--- src/rtl/execute_pkg.sv ---
// Shared execute-stage types: datapath word, multicycle unit state and the
// HI/LO in-flight write slot carried through the M and W pipeline slots.
package execute_pkg;

    typedef logic [31:0] word_t;

    // Multicycle (mult/div) unit activity as seen by the execute stage.
    typedef enum logic [1:0] {
        MC_IDLE = 2'd0,
        MC_MULT = 2'd1,
        MC_DIV  = 2'd2,
        MC_DONE = 2'd3
    } multicycle_t;

    // One in-flight HI/LO write.
    typedef struct packed {
        logic  valid;
        logic  we_hi;
        logic  we_lo;
        word_t hi;
        word_t lo;
    } hilo_slot_t;

    localparam hilo_slot_t HILO_SLOT_EMPTY = '{
        valid: 1'b0,
        we_hi: 1'b0,
        we_lo: 1'b0,
        hi:    32'h0000_0000,
        lo:    32'h0000_0000
    };

    // Build a slot from execute-stage signals; a write enabling neither half
    // carries no architectural effect and is marked invalid.
    function automatic hilo_slot_t make_slot(
        input logic  wr_valid,
        input logic  we_hi,
        input logic  we_lo,
        input word_t hi,
        input word_t lo
    );
        hilo_slot_t s;
        s.valid = wr_valid & (we_hi | we_lo);
        s.we_hi = we_hi;
        s.we_lo = we_lo;
        s.hi    = hi;
        s.lo    = lo;
        return s;
    endfunction

endpackage

--- src/rtl/hilo_pipe_reg.sv ---
// Single HI/LO write slot register. Loads d when the pipe advances, holds
// when stalled, and a flush always kills the held write even under stall.
module hilo_pipe_reg
    import execute_pkg::*;
(
    input  logic       clk,
    input  logic       resetn,
    input  logic       stall,
    input  logic       flush,
    input  hilo_slot_t d,
    output hilo_slot_t q
);

    hilo_slot_t nxt;

    // Next slot contents: advance, or hold with the flush still applied.
    always_comb begin
        nxt = q;
        if (stall) begin
            nxt.valid = q.valid & ~flush;
        end else begin
            nxt = d;
        end
    end

    // Slot state register with synchronous active-low reset.
    always_ff @(posedge clk) begin
        if (!resetn) begin
            q <= HILO_SLOT_EMPTY;
        end else begin
            q <= nxt;
        end
    end

endmodule

--- src/rtl/hilo_unit.sv ---
// Architectural HI/LO pair with its M/W in-flight write pipeline. Writes
// leaving execute commit at the end of W; MFHI/MFLO reads in execute see the
// youngest surviving write per half, falling back to the architectural copy.
module hilo_unit
    import execute_pkg::*;
(
    input  logic        clk,
    input  logic        resetn,
    input  logic        stall,
    input  logic        flushM,
    input  logic        flushW,
    input  logic        wr_validE,
    input  logic        we_hiE,
    input  logic        we_loE,
    input  logic [31:0] hiE,
    input  logic [31:0] loE,
    output logic [31:0] hi_rd,
    output logic [31:0] lo_rd,
    output logic        pending
);

    hilo_slot_t slot_e;
    hilo_slot_t slot_m;
    hilo_slot_t slot_w_in;
    hilo_slot_t slot_w;
    word_t      hi_arch;
    word_t      lo_arch;
    logic       commit;

    // Execute-stage write presented to the M slot.
    always_comb begin
        slot_e = make_slot(wr_validE, we_hiE, we_loE, hiE, loE);
    end

    // M contents moving to W; a flush at M turns it into a bubble.
    always_comb begin
        slot_w_in       = slot_m;
        slot_w_in.valid = slot_m.valid & ~flushM;
    end

    hilo_pipe_reg u_slot_m (
        .clk    (clk),
        .resetn (resetn),
        .stall  (stall),
        .flush  (flushM),
        .d      (slot_e),
        .q      (slot_m)
    );

    hilo_pipe_reg u_slot_w (
        .clk    (clk),
        .resetn (resetn),
        .stall  (stall),
        .flush  (flushW),
        .d      (slot_w_in),
        .q      (slot_w)
    );

    // W write retires only when the pipe advances and W is not being killed.
    always_comb begin
        commit = ~stall & slot_w.valid & ~flushW;
    end

    // Architectural HI/LO; each half commits independently.
    always_ff @(posedge clk) begin
        if (!resetn) begin
            hi_arch <= 32'h0000_0000;
            lo_arch <= 32'h0000_0000;
        end else begin
            if (commit && slot_w.we_hi) begin
                hi_arch <= slot_w.hi;
            end else begin
                hi_arch <= hi_arch;
            end
            if (commit && slot_w.we_lo) begin
                lo_arch <= slot_w.lo;
            end else begin
                lo_arch <= lo_arch;
            end
        end
    end

    // HI read forwarding: M (younger) over W over architectural copy.
    always_comb begin
        if (slot_m.valid && slot_m.we_hi && !flushM) begin
            hi_rd = slot_m.hi;
        end else if (slot_w.valid && slot_w.we_hi && !flushW) begin
            hi_rd = slot_w.hi;
        end else begin
            hi_rd = hi_arch;
        end
    end

    // LO read forwarding, same priority as HI.
    always_comb begin
        if (slot_m.valid && slot_m.we_lo && !flushM) begin
            lo_rd = slot_m.lo;
        end else if (slot_w.valid && slot_w.we_lo && !flushW) begin
            lo_rd = slot_w.lo;
        end else begin
            lo_rd = lo_arch;
        end
    end

    // Any write still in flight.
    always_comb begin
        pending = slot_m.valid | slot_w.valid;
    end

endmodule

--- config.mk ---
export PLATFORM = sky130hd
export DESIGN_NAME = hilo_unit
export DESIGN_NICKNAME = d
export VERILOG_FILES = /design/src/rtl/execute_pkg.sv /design/src/rtl/hilo_pipe_reg.sv /design/src/rtl/hilo_unit.sv
export SDC_FILE = /design/constraint.sdc
export NUM_CORES = 1
export LEC_CHECK = 0
export BUFFER_PORTS_ARGS = -buffer_cell sky130_fd_sc_hd__buf_2
export CORE_ASPECT_RATIO = 1.1
export CORE_MARGIN = 2
export CORE_UTILIZATION = 50
export CTS_CLUSTER_DIAMETER = 50
export DETAILED_ROUTE_END_ITERATION = 8
export PLACE_DENSITY_LB_ADDON = 0.25
export SLEW_MARGIN = 20
export SYNTH_ARGS = -nofsm -noshare
export SYNTH_HDL_FRONTEND = slang
export SYNTH_SLANG_ARGS = --single-unit
--- constraint.sdc ---
create_clock -name clk -period 1.2 [get_ports clk]
set_input_delay 0.06 -clock clk [delete_from_list [all_inputs] [get_ports clk]]
set_output_delay 0.06 -clock clk [all_outputs]
set_load 0.05 [all_outputs]
After elaboration in Yosys (flattened, before gate mapping)

Index checks and enable logic that the tools add are counted.

Reductions and logical operators: 12
Muxes and demuxes: 6
Multipliers: 0
Bitwise operators: 10
Div/mod/pow operators: 0
Shift operators: 0
Order comparisons: 0
Eq/ne operators: 0
Add/subtract/negate cells: 0

Operators with widths:

| operator           | number |
|---|---|
| two-way mux 32 bit | 4 |
| logical AND 1 bit  | 10 |
| bitwise AND 1 bit  | 5 |
| NOT 1 bit          | 3 |
| logical NOT 1 bit  | 2 |
| two-way mux 1 bit  | 2 |
| OR 1 bit           | 2 |

Bits in latches: 0
Memories: 0
RAM bits: 0
Logic and storage cells: 40
Bits in registers: 198
Bits of input ports: 72
ROM bits: 0
Output and inout port bits: 65

Logic depth before layout (Yosys ltp)

Gate-level depths: netlist of run 1.

Depth in word-level cells: 4
Depth in mapped cells: 6
Depth with buffers taken out: 3

Modules after synthesis

Synthesis of run 1 repeated with hierarchy kept, for this count alone.

Cell total of the unflattened synthesis: 948
Area total of the unflattened synthesis: 9,387.8 µm²

By module, submodules not included:

| module        | instances | area each (µm²) | cells an instance |
|---|---|---|---|
| hilo_pipe_reg | 2         | 2,549.9         | 217 |
| hilo_unit     | 1         | 4,287.9         | 514 |

Least setup slack after synthesis of run 1

Ideal clock, no wire load.

Path kind: reg-to-output
From: register u_slot_w.q[66] (netlist bit)
To: output hi_rd[0]
Path buffers: 1
Stages on the path, launching flop included: 5
Setup slack: -590 ps
Arrival time: 1,730 ps
Cell sequence: dfxtp_1 nand3b_1 clkbuf_1 nand2_1 a31oi_1

Cells in the longest elaborated chain, start to end: 4

RTL lines:

| what                            | line                | source |
|---|---|---|
| from (decl)                     | hilo_pipe_reg.sv:11 | `output hilo_slot_t q` |
| from (signal assigned)          | hilo_pipe_reg.sv:31 | `q <= nxt;` |
| logical AND 1 bit (2 in series) | hilo_unit.sv:87     | `end else if (slot_w.valid && slot_w.we_hi && !flushW) begin` |
| two-way mux 32 bit              | hilo_unit.sv:87     |  |
| two-way mux 32 bit              | hilo_unit.sv:85     | `if (slot_m.valid && slot_m.we_hi && !flushM) begin` |
| to (decl)                       | hilo_unit.sv:17     | `output logic [31:0] hi_rd,` |

Every way passes these cells.

Worst setup path after layout of run 1

From: register u_slot_w.q[66] (netlist bit)
To: output lo_rd[3]

Cells in the longest elaborated chain, start to end: 4

RTL lines:

| what                            | line            | source |
|---|---|---|
| logical AND 1 bit (2 in series) | hilo_unit.sv:98 | `end else if (slot_w.valid && slot_w.we_lo && !flushW) begin` |
| two-way mux 32 bit              | hilo_unit.sv:98 |  |
| two-way mux 32 bit              | hilo_unit.sv:96 | `if (slot_m.valid && slot_m.we_lo && !flushM) begin` |
| to (decl)                       | hilo_unit.sv:18 | `output logic [31:0] lo_rd,` |

Every way passes these cells.

==> impl_metrics.py, run 1 <==
metrics = {
    "status": {
        "outcome": "finished, violations left",
        "violations": "negative hold slack, negative setup slack",
    },
    "cts": {
        "cts.clk_slew.worst_paths_ns": 0.07,
        "cts_max_path_buffers": 2,
        "cts_buffers": 17,
        "cts.sinks": 198,
        "cts-root-buf": "clkbuf_16",
        "insertion_delay_ns": 0.44,
        "cts-htree-levels": 4,
        "cts_tree": "yes",
    },
    "sta": {
        "worst_slack_ns": -0.6662,
        "slew_violations": 0,
        "worst_pin_slew_ns": 0.4616,
        "skew_ns": 0.01326,
        "max_freq_mhz": 535.9,
        "rsz0062_at_grt": "yes",
        "setup_violations": 122,
        "whs_ns": -0.03064,
        "relSlewSlack_pct": 69.12,
        "hold_viol": 1,
        "timing.final.crit_share_pct": 155.5,
        "layout_min_cycle_time_ns": 1.866,
    },
    "power_and_ir_drop": {
        "comb_power_share_pct": 9.8,
        "power_density_nw_per_um2": 998.7,
        "p_leak_nw": 5.921,
        "pwr-share-seq_pct": 50.5,
        "power.net_switching_mw": 3.381,
        "pwr-share-clk_pct": 39.7,
        "power.total_mw": 13.85,
        "ir_drop_v": 0.001118,
        "p_sw_share_pct": 24.41,
        "p_int_mw": 10.47,
    },
    "critical_path": {
        "reg2regPathDepth": 6,
        "worstPathArrival_ns": 1.81,
        "path_max_fanout": 8,
        "required_ns": 1.14,
        "setup.worst_path.class": "reg -> out",
        "start_kind": "flip-flop",
        "endpoint_kind": "primary output",
    },
    "yosys": {
        "synthesis.nets": 1084,
        "synthAdderAreaFrac_pct": 0,
        "synth_top_family_by_area": "simple AND/OR/NAND/NOR gates",
        "synth_xor_area_share_pct": 0,
        "synth-simple-area-share_pct": 25.56,
        "ys_seq_area_share_pct": 45.73,
        "syn_area_um2": 8668,
        "synth_area_leaders": "dfxtp_1 46%, mux2i_1 15%, nor2b_1 9.5%",
        "yosys_register_bits": 198,
        "syn-mean-instance-area_um2": 8.566,
        "ys_types": 22,
        "synth_compound_area_share_pct": 8.516,
        "yosysWarnings": 0,
        "synth.top_cell.area_share_pct": 45.73,
        "muxShareOfSynthArea_pct": 15.24,
        "yosysTopAreaCell": "dfxtp_1",
        "netlist_instances": 1012,
    },
    "floorplanning": {
        "die_area_um2": 18410,
        "num_io_pins": 137,
        "rows": 50,
        "die_w_um": 129.5,
        "coreArea_um2": 17020,
        "start_util_pct": 50.94,
        "die_y_um": 142.1,
    },
    "drt": {
        "drt_iter0_drc": 574,
        "drt_wl_total_mm": 27.32,
        "drtPass1Iterations": 5,
        "vias": 8196,
        "drcViolationCount": 0,
        "wl_per_cell_um": 18.28,
        "vias_per_cell": 5.486,
        "ant_nets": 0,
    },
    "place": {
        "dp_hpwl_mm": 13.14,
        "place.gp.congestion": 0.7453,
        "dpl-instance-area_um2": 11170,
        "place_ws_ns": -0.2984,
        "portBuffers": 136,
    },
    "cells_and_area": {
        "antenna_cells": 0,
        "final_area_um2": 13860,
        "final_cell_mix": "189 x dfxtp_1, 132 x mux2i_1, 132 x nor2b_1",
        "final_common_cell": "dfxtp_1",
        "utilization_pct": 81.48,
        "drive_gt1_share_pct": 34.05,
        "areaGrowthSynthToFinish_pct": 59.94,
        "nNetsFinal": 1321,
        "fill_cells": 978,
    },
    "grt": {
        "grt_usage_pct": 27.07,
        "grt_pass1_vias": 8070,
        "gr-total-overflow": 0,
        "grt_pass1_wl_mm": 39.75,
        "grt_max_degree": 51,
        "antenna_found_initial": 0,
    },
    "hold_path": {
        "min_path_type": "in -> reg",
        "min_delay_path_depth": 2,
    },
    "run": {
        "drv_cap": 0,
    },
}
## flip-flops by register name, indices dropped and copies added, names as in the netlist
signal / count
u_slot_w.q: 67
hi_arch: 32
u_slot_m.q: 67
lo_arch: 32
## power by group through the flow
stage	logic [mW]	registers (mW)	clock network (mW)
2_1_floorplan	0.730	7.06	0
4_1_cts	1.30	6.97	5.50
6_report	1.36	7.00	5.49
5_1_grt	1.45	7.02	5.78
3_5_place_dp	1.06	7.11	0
3_3_place_gp	1.05	7.10	0
## cell type report
cell class | count | area, um^2 | share of cell area, %
Multi-Input combinational cell | 728 | 5703 | 41.13
Sequential cell | 198 | 3978 | 28.69
Clock buffer | 23 | 467.9 | 3.375
Clock inverter | 7 | 73.82 | 0.5324
Tap cell | 234 | 292.8 | 2.112
Timing Repair Buffer | 304 | 3349 | 24.16
## synthesized netlist by cell type
library cell / number
dfxtp_1: 198
nand2_1: 192
mux2i_1: 132
nor2b_1: 132
o21ai_0: 66
a31oi_1: 64
nand3_1: 64
nor2_1: 64
clkbuf_1: 27
buf_2: 25
buf_4: 16
buf_1: 11
clkbuf_2: 6
nand3b_1: 6
and3b_1: 2
a21boi_1: 1
and2_1: 1
and4bb_1: 1
and4bb_2: 1
buf_6: 1
or2_2: 1
or3b_1: 1
## cell families after synthesis
| group | count (synthesis) |
|---|---|
| DFF | 198 |
| muxes | 132 |
| and+or+nand+nor | 465 |
| buffers and inverters | 86 |
| AOI/OAI and AO/OA | 131 |
## worst paths after layout
kind / endpoint / start / slack (ns)
min: u_slot_m.q[20]$_SDFFE_PN0N_ / resetn / -0.03
max: lo_rd[3] / u_slot_w.q[66]$_SDFF_PN0_ / -0.67
min reg2reg: lo_arch[20]$_SDFFE_PN0P_ / lo_arch[20]$_SDFFE_PN0P_ / 0.45
max reg2reg: lo_arch[12]$_SDFFE_PN0P_ / u_slot_w.q[66]$_SDFF_PN0_ / -0.25
## critical path: stages, from the launching register on
cell	delay, ns
dfxtp_4	0.36
nand3b_1	0.17
buf_6	0.15
clkbuf_16	0.17
nand2_1	0.10
a31oi_4	0.23
buf_6	0.19
## metal layers
layer	part of all wire (%)	vias up	global-route usage, %
met3	4.6	76	5.602
met4	3.0	0	11.15
met1	42	3983	32.76
met2	50	252	46.73
li1	-	3885	-
met5	0	-	0
## metrics by stage
stage          instances  TNS [ns]
5_1_grt             1494    -51.30
6_report            1494    -44.77
2_1_floorplan       1012    -4.614
3_5_place_dp        1351    -14.81
3_3_place_gp        1351    -14.04
4_1_cts             1472    -42.12
## what timing repair did
action,4_1_cts,5_1_grt
resized for setup,185,98
setup buffers,10,15
hold buffers,76,2
pin swaps,24,19
cloned,6,12
setup endpoints to repair,123,133
endpoints found under the hold margin,80,2
Power figures use the tool's default switching activity.
==> inputs of run 2 (changes only) <==
--- a/config.mk
+++ b/config.mk
@@ -6,4 +6,5 @@
 export NUM_CORES = 1
 export LEC_CHECK = 0
+export ABC_AREA = 1
 export BUFFER_PORTS_ARGS = -buffer_cell sky130_fd_sc_hd__buf_2
 export CORE_ASPECT_RATIO = 1.1
==> constraint.sdc (replaced) <==
create_clock -name clk -period 1.2 [get_ports clk]
set_input_delay 0.06 -clock clk [delete_from_list [all_inputs] [get_ports clk]]
set_output_delay 0.06 -clock clk [all_outputs]
set_load 0.1 [all_outputs]
==> run 2 against run 1 <==
  * Area after synthesis grew 2.3%
  * Synthesized cell count rose by 33%
  * Highest routed layer unchanged
  * Critical endpoint is now lo_rd[20]
  * Register-to-register slack worse by 0.12 ns
  * Utilization rose by 4.5 points
  * Worst setup slack improved by 0.0063 ns
  * Final area rose by 8.8%
  * Power rose by 12%
  * Maximum frequency rose by 0.34%
  * Sequential power grew 2%
  * Largest power group unchanged
  * Clock skew is 0.0010 ns lower
  * The flow finishes with violations (negative setup slack)
==> impl_metrics.py, run 2 <==
metrics = {
    "yosys": {
        "synth_edf_count": 0,
        "syn_area_um2": 8870,
        "ys_seq_area_share_pct": 44.69,
        "muxShareOfSynthArea_pct": 0,
        "synthAdderAreaFrac_pct": 0,
        "yosysTopAreaCell": "dfxtp_1",
        "synth_common_cells": "324 x nand2_1, 266 x nor2_1, 198 x dfxtp_1",
        "synth_area_leaders": "dfxtp_1 45%, nand2_1 14%, nor2_1 11%",
        "netlist_instances": 1351,
        "yosys_register_bits": 198,
        "yosysWarnings": 0,
        "synthFlopType": "dfxtp_1",
        "async_reset_ff_share_pct": 0,
        "syn-mean-instance-area_um2": 6.565,
        "synth.top_cell.area_share_pct": 44.69,
        "synth_xor_area_share_pct": 0,
        "ys_types": 19,
        "synth-simple-area-share_pct": 33.01,
        "synth_top_family_by_area": "simple AND/OR/NAND/NOR gates",
        "synthesis.nets": 1423,
        "synth.most_common_cell": "nand2_1",
        "synth_compound_area_share_pct": 11.29,
    },
    "sta": {
        "rsz0062_at_grt": "yes",
        "whs_ns": 0.001240,
        "skew_ns": 0.01224,
        "timing.final.crit_share_pct": 155.0,
        "worst_slack_ns": -0.6599,
        "relSlewSlack_pct": 77.89,
        "max_freq_mhz": 537.7,
        "worst_pin_slew_ns": 0.3281,
        "hold_viol": 0,
        "slew_violations": 0,
        "setup_violations": 129,
        "layout_min_cycle_time_ns": 1.860,
    },
    "cells_and_area": {
        "areaGrowthSynthToFinish_pct": 70.07,
        "utilization_pct": 85.96,
        "antenna_cells": 0,
        "drive_gt1_share_pct": 32.61,
        "final_cells": 1802,
        "final_common_cell": "nor2_1",
        "largestRegisters": "u_slot_m.q (67), u_slot_w.q (67)",
        "seqCellArea_um2": 3974,
        "multi_input_area_um2": 6095,
        "nNetsFinal": 1624,
        "final_cell_mix": "261 x nor2_1, 194 x dfxtp_1, 159 x nand2_1",
        "fill_cells": 835,
    },
    "critical_path": {
        "path_common_cell": "buf_12",
        "critical-path-top-delay-family": "simple AND/OR/NAND/NOR gates",
        "required_ns": 1.14,
        "crit_buf_inv": 2,
        "worstPathArrival_ns": 1.80,
        "path_max_fanout": 22,
        "endpoint_kind": "primary output",
        "start_kind": "flip-flop",
        "max_stage_delay_ns": 0.38,
        "setup.worst_path.class": "reg -> out",
        "crit_path_cell_trace": "nand2_2, nor2_4, buf_12, nand2_1, nand3_4, nand2_8, buf_12",
        "crit_slowest_cell": "dfxtp_4",
    },
    "run": {
        "drv_cap": 0,
    },
    "cts": {
        "cts_max_path_buffers": 2,
        "cts.sinks": 198,
        "cts.clk_slew.worst_paths_ns": 0.07,
        "cts_tree": "yes",
        "cts-root-buf": "clkbuf_16",
        "cts_buffers": 17,
        "cts-htree-levels": 4,
        "insertion_delay_ns": 0.45,
    },
    "drt": {
        "vias_per_cell": 5.583,
        "drcViolationCount": 0,
        "drt_wl_total_mm": 33.01,
        "drt-met1-wl_mm": 11.92,
        "routed-wl-met2_mm": 17.12,
        "drt_iter0_drc": 925,
        "vias": 10060,
        "wl_per_cell_um": 18.32,
        "wl_met3_mm": 2.068,
        "ant_nets": 0,
        "drtPass1Iterations": 5,
        "top_layer": "met4",
    },
    "grt": {
        "grt_max_degree": 67,
        "grt_pass1_vias": 9013,
        "grt_pass1_wl_mm": 44.17,
        "grt_usage_pct": 29.67,
        "gr-total-overflow": 0,
        "antenna_found_initial": 0,
    },
    "power_and_ir_drop": {
        "pwr-share-seq_pct": 46.1,
        "power.total_mw": 15.48,
        "power_density_nw_per_um2": 1026,
        "comb_power_share_pct": 15.4,
        "ir_drop_v": 0.0009802,
        "p_int_mw": 11.02,
        "p_sw_share_pct": 28.80,
        "pwr-share-clk_pct": 38.5,
        "p_leak_nw": 6.321,
        "power.net_switching_mw": 4.457,
    },
    "status": {
        "outcome": "finished, violations left",
        "violations": "negative setup slack",
    },
    "place": {
        "place.gp.congestion": 0.8027,
        "placed_cells_incl_taps": 1670,
        "place_ws_ns": -0.2271,
        "dp_hpwl_mm": 14.31,
        "portBuffers": 136,
    },
    "floorplanning": {
        "num_io_pins": 137,
        "rows": 51,
        "die_y_um": 143.7,
        "start_util_pct": 50.55,
        "coreArea_um2": 17550,
        "die_w_um": 131.0,
        "die_area_um2": 18820,
    },
    "hold_path": {
        "min_path_type": "in -> reg",
    },
}
run 2: final timing paths:
check,to,cells past startpoint,slack (ns),startpoint
worst max-delay path,lo_rd[20],7,-0.66,u_slot_w.q[66]$_SDFF_PN0_
worst min register to register,u_slot_w.q[9]$_SDFFE_PN0N_,2,0.48,u_slot_w.q[9]$_SDFFE_PN0N_
worst max register to register,hi_arch[27]$_SDFFE_PN0P_,11,-0.37,u_slot_w.q[65]$_SDFFE_PN0N_
worst min-delay path,u_slot_m.q[66]$_SDFF_PN0_,4,0.001,flushM
run 2: logic make-up after synthesis:
logic type,count (synthesis)
compound gates,199
buf+inv,227
flops,198
simple gates,727
run 2: per-stage QoR:
step | setup TNS [ns] | instance area (um^2)
global placement | -11.91 | 12080
finish | -50.41 | 15080
detailed placement | -15.04 | 12080
global route | -57.07 | 15080
CTS | -45.76 | 14110
floorplan | -1.989 | 10110
run 2: cell type report:
| cell class | count | share of cell area (%) |
|---|---|---|
| inverters | 133 | 3.492 |
| multi-input cells | 926 | 40.40 |
| clock buffers | 19 | 3.003 |
| well taps | 238 | 1.974 |
| clock inverters | 12 | 0.9456 |
| repair buffers | 276 | 23.84 |
| flip-flops and latches | 198 | 26.34 |
run 2: layer usage:
metal	global-route usage, %	vias up
met5	0	-
met4	12.77	0
met3	4.654	158
met2	52.22	515
met1	35.59	4779
li1	-	4609
run 2: worst reg2reg max path: cells and delay by family, from the launching register on:
family	cells	cell delay [ns]
buffers and inverters	6	0.74
DFF	1	0.38
and+or+nand+nor	5	0.37
run 2: what timing repair did:
action / in CTS / in global routing
hold buffers: 68 / 0
pin swaps: 7 / 19
cloned: 10 / 12
buffers inserted: 9 / 7
setup endpoints to repair: 128 / 150
resized for setup: 113 / 163
hold endpoints to repair: 72 / 0
run 2: power groups by stage:
stage,registers [mW],clock network (mW),logic (mW)
finish,7.13,5.96,2.38
global route,7.15,6.21,2.54
floorplan,7.16,0,1.31
detailed placement,7.20,0,1.91
CTS,7.07,5.93,2.17
global placement,7.19,0,1.87
==> inputs of run 3 (changes only) <==
clock period = 1.99 ns   (was 1.2 ns; I/O delays follow)
==> run 3 against run 2 <==
  * The flow now finishes without violations
  * Non-clock buffer count down 46
  * Critical path depth unchanged
  * Cell count down 2.5%
  * Combinational power decreased by 51%
  * Die area stayed put
  * Worst setup slack gained 0.77 ns
  * Via count down 13%
  * Clock power down 46%
  * Final area shrank 20%
  * Largest cell class is now registers
==> impl_metrics.py, run 3 (synthesis gave the netlist of run 2 again) <==
metrics = {
    "cts": {
        "cts.clk_slew.worst_paths_ns": 0.06,
        "cts_tree": "yes",
        "cts-htree-levels": 4,
        "cts-root-buf": "clkbuf_16",
        "insertion_delay_ns": 0.43,
        "cts_max_path_buffers": 2,
        "cts.sinks": 198,
        "cts_buffers": 17,
    },
    "place": {
        "dp_hpwl_mm": 13.11,
        "portBuffers": 136,
        "placed_cells_incl_taps": 1653,
        "place.gp.congestion": 0.7646,
    },
    "grt": {
        "antenna_found_initial": 0,
        "grt_pass1_vias": 7942,
        "grt_usage_pct": 23.97,
        "grt_pass1_wl_mm": 36.49,
        "gr-total-overflow": 0,
        "grt_max_degree": 76,
    },
    "sta": {
        "skew_ns": 0.01090,
        "setup_violations": 0,
        "hold_viol": 0,
        "timing.final.crit_share_pct": 94.34,
        "rsz0062_at_grt": "no",
        "worst_pin_slew_ns": 0.4861,
        "setup_tns_ns": 0,
        "relSlewSlack_pct": 67.59,
        "layout_min_cycle_time_ns": 1.877,
        "max_freq_mhz": 532.7,
        "slew_violations": 0,
    },
    "drt": {
        "top_layer": "met4",
        "ant_nets": 0,
        "wl_per_cell_um": 13.08,
        "drtPass1Iterations": 6,
        "drt_wl_total_mm": 22.98,
        "drt_iter0_drc": 620,
        "vias": 8718,
        "routed-wl-met2_mm": 11.45,
        "drcViolationCount": 0,
        "vias_per_cell": 4.962,
        "drt-met1-wl_mm": 10.17,
        "wl_met3_um": 984,
    },
    "critical_path": {
        "reg2regPathDepth": 7,
        "setup.worst_path.class": "reg -> out",
        "rr_startpoint": "u_slot_w.q[66]$_SDFF_PN0_",
        "endpoint_kind": "primary output",
        "worstPathArrival_ns": 1.78,
        "r2r-end": "lo_arch[3]$_SDFFE_PN0P_",
        "start_kind": "flip-flop",
        "path_max_fanout": 16,
        "required_ns": 1.89,
        "rrSetupSlack_ns": 0.60,
    },
    "floorplanning": {
        "start_util_pct": 50.55,
        "rows": 51,
        "die_y_um": 143.7,
        "die_area_um2": 18820,
        "die_w_um": 131.0,
        "coreArea_um2": 17550,
        "num_io_pins": 137,
    },
    "power_and_ir_drop": {
        "p_leak_nw": 5.389,
        "comb_power_share_pct": 13.4,
        "ir_drop_v": 0.0006357,
        "pwr-share-clk_pct": 37.1,
        "power.net_switching_mw": 2.302,
        "power_density_nw_per_um2": 716.1,
        "p_sw_share_pct": 26.76,
        "p_int_mw": 6.298,
        "pwr-share-seq_pct": 49.4,
    },
    "cells_and_area": {
        "final_cell_mix": "323 x nand2_1, 265 x nor2_1, 196 x dfxtp_1",
        "areaGrowthSynthToFinish_pct": 35.39,
        "final_common_cell": "nand2_1",
        "final_cells": 1757,
        "drive_gt1_share_pct": 13.82,
        "utilization_pct": 68.43,
        "largestRegisters": "u_slot_m.q (67), u_slot_w.q (67)",
        "antenna_cells": 0,
        "nNetsFinal": 1578,
    },
    "hold_path": {
        "min_path_type": "in -> reg",
        "min_delay_worst_endpoint": "u_slot_m.q[63]$_SDFFE_PN0N_",
        "min_delay_path_depth": 3,
        "hp-start": "hiE[31]",
    },
    "status": {
        "outcome": "finished clean",
    },
    "run": {
        "drv_cap": 0,
    },
}
run 3: changes by cell type in the layout (fill, tap and decap cells not counted), moves of 7 or more:
| cell | delta |
|---|---|
| nand2_1 | +164 |
| buf_6 | -9 |
| buf_12 | -17 |
| clkbuf_16 | -7 |
| nand2_2 | -71 |
| nand2_4 | -28 |
| nand3_4 | -34 |
| nand2_8 | -65 |
| nand3_1 | +84 |
| nand3_2 | -50 |
run 3: worst max-delay path by stage:
stage	from	to	slack (ns)
after floorplan	u_slot_m.q[66]$_SDFF_PN0_	hi_rd[0]	0.28
after global placement	u_slot_m.q[66]$_SDFF_PN0_	hi_rd[30]	0.45
after detailed placement	u_slot_m.q[66]$_SDFF_PN0_	hi_rd[25]	0.43
after CTS	u_slot_w.q[66]$_SDFF_PN0_	lo_rd[27]	0.04
after global routing	u_slot_w.q[65]$_SDFFE_PN0N_	hi_rd[30]	0.01
final	u_slot_w.q[66]$_SDFF_PN0_	lo_rd[0]	0.11
run 3: metal layers:
layer / vias up / GRT usage [%]
met5: - / 0
met2: 205 / 41.83
met1: 3974 / 29.81
met4: 0 / 6.271
li1: 4508 / -
met3: 31 / 5.249
run 3: cell type report:
| type | count | area [um^2] |
|---|---|---|
| clock inverters | 10 | 71.32 |
| well taps | 238 | 297.8 |
| fillers | 1483 | 5539 |
| flip-flops and latches | 198 | 3969 |
| repair buffers | 230 | 2736 |
| clock buffers | 22 | 474.2 |
| inverters | 133 | 506.7 |
| multi-input cells | 926 | 3954 |
run 3: worst max-delay path, stage by stage, from the launching register on:
cell	delay, ns
dfxtp_4	0.40
nand2_1	0.10
nor2_4	0.21
clkbuf_16	0.22
nand2_1	0.06
nand3_1	0.06
nand2_1	0.11
buf_12	0.19
run 3: timing repair:
item	4_1_cts	5_1_grt
cloned	0	4
hold buffers	66	0
buffers inserted	0	2
hold endpoints to repair	66	0
pin swaps	0	1
gates resized for setup	5	7
endpoints found under the setup margin	33	64
run 3: through the flow:
stage	hold slack (ns)	cell area, um^2	power (mW)	setup slack, ns
floorplan	0.2511	8870	5.024	0.2792
global placement	0.3329	10650	5.354	0.4503
detailed placement	0.3391	10650	5.375	0.4254
CTS	0.02692	11870	8.634	0.03803
global route	0.03777	12010	8.934	0.01339
finish	0.02719	12010	8.599	0.1126
run 3: power by group through the flow:
| stage | clock (mW) | sequential [mW] | combinational, mW |
|---|---|---|---|
| detailed placement | 0 | 4.34 | 1.04 |
| global route | 3.39 | 4.27 | 1.27 |
| finish | 3.19 | 4.25 | 1.16 |
| CTS | 3.24 | 4.25 | 1.14 |
| floorplan | 0 | 4.31 | 0.712 |
| global placement | 0 | 4.33 | 1.02 |
